$ cat config.mk
export PLATFORM = sky130hd
export DESIGN_NAME = mux_2to1
export DESIGN_NICKNAME = d
export VERILOG_FILES = /design/src/rtl/mux2to1_pkg.sv /design/src/rtl/mux2to1_sel_core.sv /design/src/rtl/mux_2to1.sv
export SDC_FILE = /design/constraint.sdc
export NUM_CORES = 1
export LEC_CHECK = 0
export BUFFER_PORTS_ARGS = -buffer_cell sky130_fd_sc_hd__buf_2
export CELL_PAD_IN_SITES_DETAIL_PLACEMENT = 0
export CELL_PAD_IN_SITES_GLOBAL_PLACEMENT = 1
export CORE_MARGIN = 1.5
export CORE_UTILIZATION = 32
export DETAILED_ROUTE_END_ITERATION = 8
export PLACE_DENSITY_LB_ADDON = 0.1
export SLEW_MARGIN = 20
export SYNTH_ARGS = -nofsm -noshare
export SYNTH_HDL_FRONTEND = slang
export SYNTH_SLANG_ARGS = --single-unit
export TNS_END_PERCENT = 5
$ cat constraint.sdc
create_clock -name clk -period 1.89 [get_ports clk]
set_input_delay 0.4725 -clock clk [delete_from_list [all_inputs] [get_ports clk]]
set_output_delay 0.4725 -clock clk [all_outputs]
set_load 0.03 [all_outputs]
$ cat src/rtl/mux2to1_pkg.sv
// Shared definitions for the 2:1 datapath multiplexer.
//   DEFAULT_DATA_WIDTH : default word width for data inputs and outputs
//   DEFAULT_CNT_WIDTH  : default width of the select-toggle debug counter
//   sel_e              : select encoding (SEL_A picks inputA, SEL_B picks inputB)
package mux2to1_pkg;

    localparam int DEFAULT_DATA_WIDTH = 32;
    localparam int DEFAULT_CNT_WIDTH  = 16;

    typedef enum logic {
        SEL_A = 1'b0,
        SEL_B = 1'b1
    } sel_e;

endpackage

$ cat src/rtl/mux2to1_sel_core.sv
// Purely combinational 2:1 word selector.
// Ports:
//   inputA     in  DATA_WIDTH  word chosen when select=0
//   inputB     in  DATA_WIDTH  word chosen when select=1
//   select     in  1           word select
//   outputData out DATA_WIDTH  selected word, zero latency
module mux2to1_sel_core
    import mux2to1_pkg::*;
#(
    parameter int DATA_WIDTH = DEFAULT_DATA_WIDTH
) (
    input  logic [DATA_WIDTH-1:0] inputA,
    input  logic [DATA_WIDTH-1:0] inputB,
    input  logic                  select,
    output logic [DATA_WIDTH-1:0] outputData
);

    // An unknown select falls through to the default branch, so simulation
    // shows an all-X word instead of a bitwise merge of the two inputs;
    // synthesis is free to treat that branch as don't-care.
    always_comb begin
        outputData = 'x;
        case (select)
            SEL_A:   outputData = inputA;
            SEL_B:   outputData = inputB;
            default: outputData = 'x;
        endcase
    end

endmodule

$ cat src/rtl/mux_2to1.sv
// 2:1 word multiplexer for the single-cycle datapath, with a registered
// debug copy, a valid flag and a saturating select-toggle counter.
// Optional feature macro: MUX2TO1_PARITY_EN adds the out_parity output.
// Ports:
//   clk            in  1           rising-edge clock
//   rst_n          in  1           asynchronous active-low reset
//   inputA         in  DATA_WIDTH  word selected when select=0
//   inputB         in  DATA_WIDTH  word selected when select=1
//   select         in  1           0 -> inputA, 1 -> inputB
//   in_valid       in  1           qualifies inputs for the registered stage
//   outputData     out DATA_WIDTH  combinational mux result
//   outputData_q   out DATA_WIDTH  registered mux result
//   out_valid      out 1           outputData_q holds a freshly captured word
//   sel_toggle_cnt out CNT_WIDTH   saturating count of select changes on valid cycles
//   out_parity     out 1           (MUX2TO1_PARITY_EN only) XOR of outputData_q
module mux_2to1
    import mux2to1_pkg::*;
#(
    parameter int DATA_WIDTH = DEFAULT_DATA_WIDTH,
    parameter int CNT_WIDTH  = DEFAULT_CNT_WIDTH
) (
    input  logic                  clk,
    input  logic                  rst_n,
    input  logic [DATA_WIDTH-1:0] inputA,
    input  logic [DATA_WIDTH-1:0] inputB,
    input  logic                  select,
    input  logic                  in_valid,
    output logic [DATA_WIDTH-1:0] outputData,
    output logic [DATA_WIDTH-1:0] outputData_q,
    output logic                  out_valid,
    output logic [CNT_WIDTH-1:0]  sel_toggle_cnt
`ifdef MUX2TO1_PARITY_EN
    ,
    output logic                  out_parity
`endif
);

    localparam logic [CNT_WIDTH-1:0] CNT_MAX = '1;

    sel_e selPrev;

    mux2to1_sel_core #(
        .DATA_WIDTH (DATA_WIDTH)
    ) selCore (
        .inputA     (inputA),
        .inputB     (inputB),
        .select     (select),
        .outputData (outputData)
    );

    always_ff @(posedge clk or negedge rst_n) begin
        if (!rst_n) begin
            outputData_q <= '0;
            out_valid    <= 1'b0;
        end else begin
            out_valid <= in_valid;
            if (in_valid) begin
                outputData_q <= outputData;
            end
        end
    end

    // selPrev starts at SEL_A so the first valid select=1 after reset counts
    // as a toggle.
    always_ff @(posedge clk or negedge rst_n) begin
        if (!rst_n) begin
            selPrev        <= SEL_A;
            sel_toggle_cnt <= '0;
        end else if (in_valid) begin
            selPrev <= sel_e'(select);
            if ((sel_e'(select) != selPrev) && (sel_toggle_cnt != CNT_MAX)) begin
                sel_toggle_cnt <= sel_toggle_cnt + CNT_WIDTH'(1);
            end
        end
    end

`ifdef MUX2TO1_PARITY_EN
    // Captured together with outputData_q so it always describes that word.
    always_ff @(posedge clk or negedge rst_n) begin
        if (!rst_n) begin
            out_parity <= 1'b0;
        end else if (in_valid) begin
            out_parity <= ^outputData;
        end
    end
`endif

endmodule

==> flow_summary.json <==
{
  "outcome": "complete, no violations",
  "avgViaCountPerCell": 4.66,
  "grt_pass1_vias": 2088,
  "crit_fanout": 24,
  "fp.dieArea_um2": 8280,
  "synth_seq_cells": 50,
  "wl_per_cell_um": 14.1,
  "rows": 31,
  "timing.hold.ws_ns": 0.139,
  "start_kind": "input port",
  "cp_slowest_cell": "mux2_2",
  "dr.pass1.iters": 4,
  "clkTransAtPathRegs_ns": 0.09,
  "cts_root_buf": "clkbuf_8",
  "cpPeakStageDelay_ns": 0.38,
  "core_um2": 7370,
  "slew_viol_final": 0,
  "crit_chain": "buf_2, buf_12, mux2_2, buf_2",
  "cts_tree": "built",
  "tightest_slew_ns": 0.393,
  "clk_latency_ns": 0.30,
  "critPathCaptureType": "output port",
  "synthMostInstantiatedCell": "mux2_2",
  "drc": 0,
  "maxSlewHeadroom_pct": 73.6,
  "dp.cells": 432,
  "clock_sinks": 50,
  "ys_async_sr_fraction_pct": 100,
  "placed_cell_area_um2": 3410,
  "peakVddDrop_mv": 0.321,
  "synth_cell_types": 28,
  "crit_type": "in2out",
  "finClkSkew_ns": 0.00797,
  "cts_made_buffers": 5,
  "final_area_um2": 3520,
  "ys_seq_area_share_pct": 50.5,
  "fin_nets": 409,
  "hold_buffers": 0,
  "synth_warnings": 0,
  "fin_crit_ns": 1.82,
  "globalRouteOverflowTotal": 0,
  "die_h_um": 91.0,
  "max_freq_mhz": 550,
  "die_w_um": 91.0,
  "final_cells": 439,
  "antenna_found_initial": 0,
  "hpwl_um": 4740,
  "setup_tns_ns": 0,
  "wl_um": 6200,
  "cts_buffer_depth": 2,
  "cap_violations": 0,
  "io_pins": 149,
  "setup_viol": 0,
  "gp_congestion": 0.728,
  "drive_gt1_share_pct": 71.5,
  "antennaDiodeCount": 0,
  "hold_class": "in2async",
  "leakage_nw": 1.76,
  "port_buffers": 148,
  "cts_max_level": 2,
  "netlist.area_leader.share_pct": 50.5,
  "grt_max_degree": 51,
  "synth_edf_count": 0,
  "cp.required_ns": 1.42,
  "syn_nets": 251,
  "rsz0062_at_grt": "false",
  "period_share_pct": 96.1,
  "syn_area_per_cell_um2": 13.6,
  "dr_total_vias": 2046,
  "grt_pass1_wl_um": 10500,
  "initial_core_util_pct": 33.6,
  "path_common_cell": "buf_2",
  "post-cts-setup-buffers": 0,
  "area_growth_pct": 42.0,
  "cts_resized": 0,
  "synth-main-ff-cell": "dfrtp_1",
  "fin_total_pwr_mw": 3.28,
  "synth_top_area_cell": "dfrtp_1",
  "antenna_left": 0,
  "hold_viol": 0,
  "syn_area_um2": 2480,
  "yosys-top-cells-area": "dfrtp_1 50%, mux2_2 30%, xor2_1 2.5%",
  "synth_common_cells": "66 x mux2_2, 50 x dfrtp_1, 8 x nand3_1",
  "grtUsageTotal_pct": 15.8,
  "syn_inst": 182,
  "powerDensity_nw_per_um2": 932,
  "drt_iter0_drc": 43,
  "cp.arrival_ns": 1.34
}
==> flip-flops by register name, summed over array words and instances (netlist names) <==
signal,flops
selPrev,1
out_valid,1
sel_toggle_cnt,16
outputData_q,32
==> final cells by class <==
class | instances | area [um2]
fill | 731 | 3850
sequential | 50 | 1250
clock buffer | 5 | 68.8
clock inverter | 2 | 38.8
tap | 99 | 124
multi-input combinational | 124 | 1190
timing repair buffer | 159 | 848
==> final timing paths <==
path,cells past startpoint,start,slack (ns),to
min in group clk,1,outputData_q[20],0.51,outputData_q[20]
hold / removal,2,rst_n,0.14,outputData_q[12]
max in group asynchronous,2,rst_n,1.51,sel_toggle_cnt[0]
setup reg to reg,4,sel_toggle_cnt[5],0.23,sel_toggle_cnt[1]
setup / recovery,4,select,0.07,outputData[10]
hold reg to reg,1,outputData_q[20],0.51,outputData_q[20]
==> cell families (layout without fill, tap and decap cells) <==
kind of cell | count (synthesis) | in the layout | share of synthesized area [%]
fa+ha+maj | 1 | 1 | 0.505
buf+inv | 8 | 166 | 1.67
flops | 50 | 50 | 50.5
xor+xnor | 12 | 12 | 4.54
simple gates | 37 | 37 | 10.4
mux | 67 | 67 | 30.6
compound gates | 7 | 7 | 1.77
==> power breakdown <==
| part | total, mW | leakage [nW] | switching (mW) | internal (mW) |
|---|---|---|---|---|
| Sequential | 1.36 | 0.605 | 0.128 | 1.23 |
| Clock | 0.744 | 0.0542 | 0.355 | 0.390 |
| Combinational | 1.18 | 1.10 | 0.735 | 0.447 |
==> layer usage <==
| metal | vias up | global-route usage (%) | part of all wire, % |
|---|---|---|---|
| li1 | 983 | - | - |
| met1 | 988 | 19.9 | 43 |
| met2 | 69 | 26.4 | 50 |
| met3 | 6 | 4.61 | 5.6 |
| met4 | 0 | 3.78 | 1.3 |
| met5 | - | 0 | 0 |
==> worst max-delay path: cells and delay by family <==
| family | cells | cell delay [ns] |
|---|---|---|
| buf+inv | 3 | 0.49 |
| mux | 1 | 0.38 |
==> cell usage in the layout, fill, tap and decap left out <==
master       n
buf_2      148
mux2_2      66
dfrtp_1     48
buf_4        9
nand3_1      8
xor2_1       7
nor3_1       5
nand2_1      5
clkbuf_8     5
xnor2_1      4
nand4_1      4
and3_1       3
a21oi_1      3
nand4_2      2
and4_1       2
nor4_4       2
nor4_1       2
buf_12       2
dfrtp_2      2
xnor2_2      1
o21a_1       1
a2bb2oi_1    1
o211ai_1     1
o21ai_0      1
nand2b_4     1
or2_2        1
nor3b_1      1
nor2_2       1
mux2_4       1
ha_1         1
bufinv_16    1
clkinv_4     1
==> metrics by stage <==
stage | setup WS [ns] | utilization (%)
finish | 0.0730 | 47.8
global route | 0.0384 | 47.8
CTS | 0.0627 | 47.8
detailed placement | 0.0650 | 46.3
global placement | 0.0769 | 46.3
floorplan | 0.0851 | -
Power figures use the tool's default switching activity.
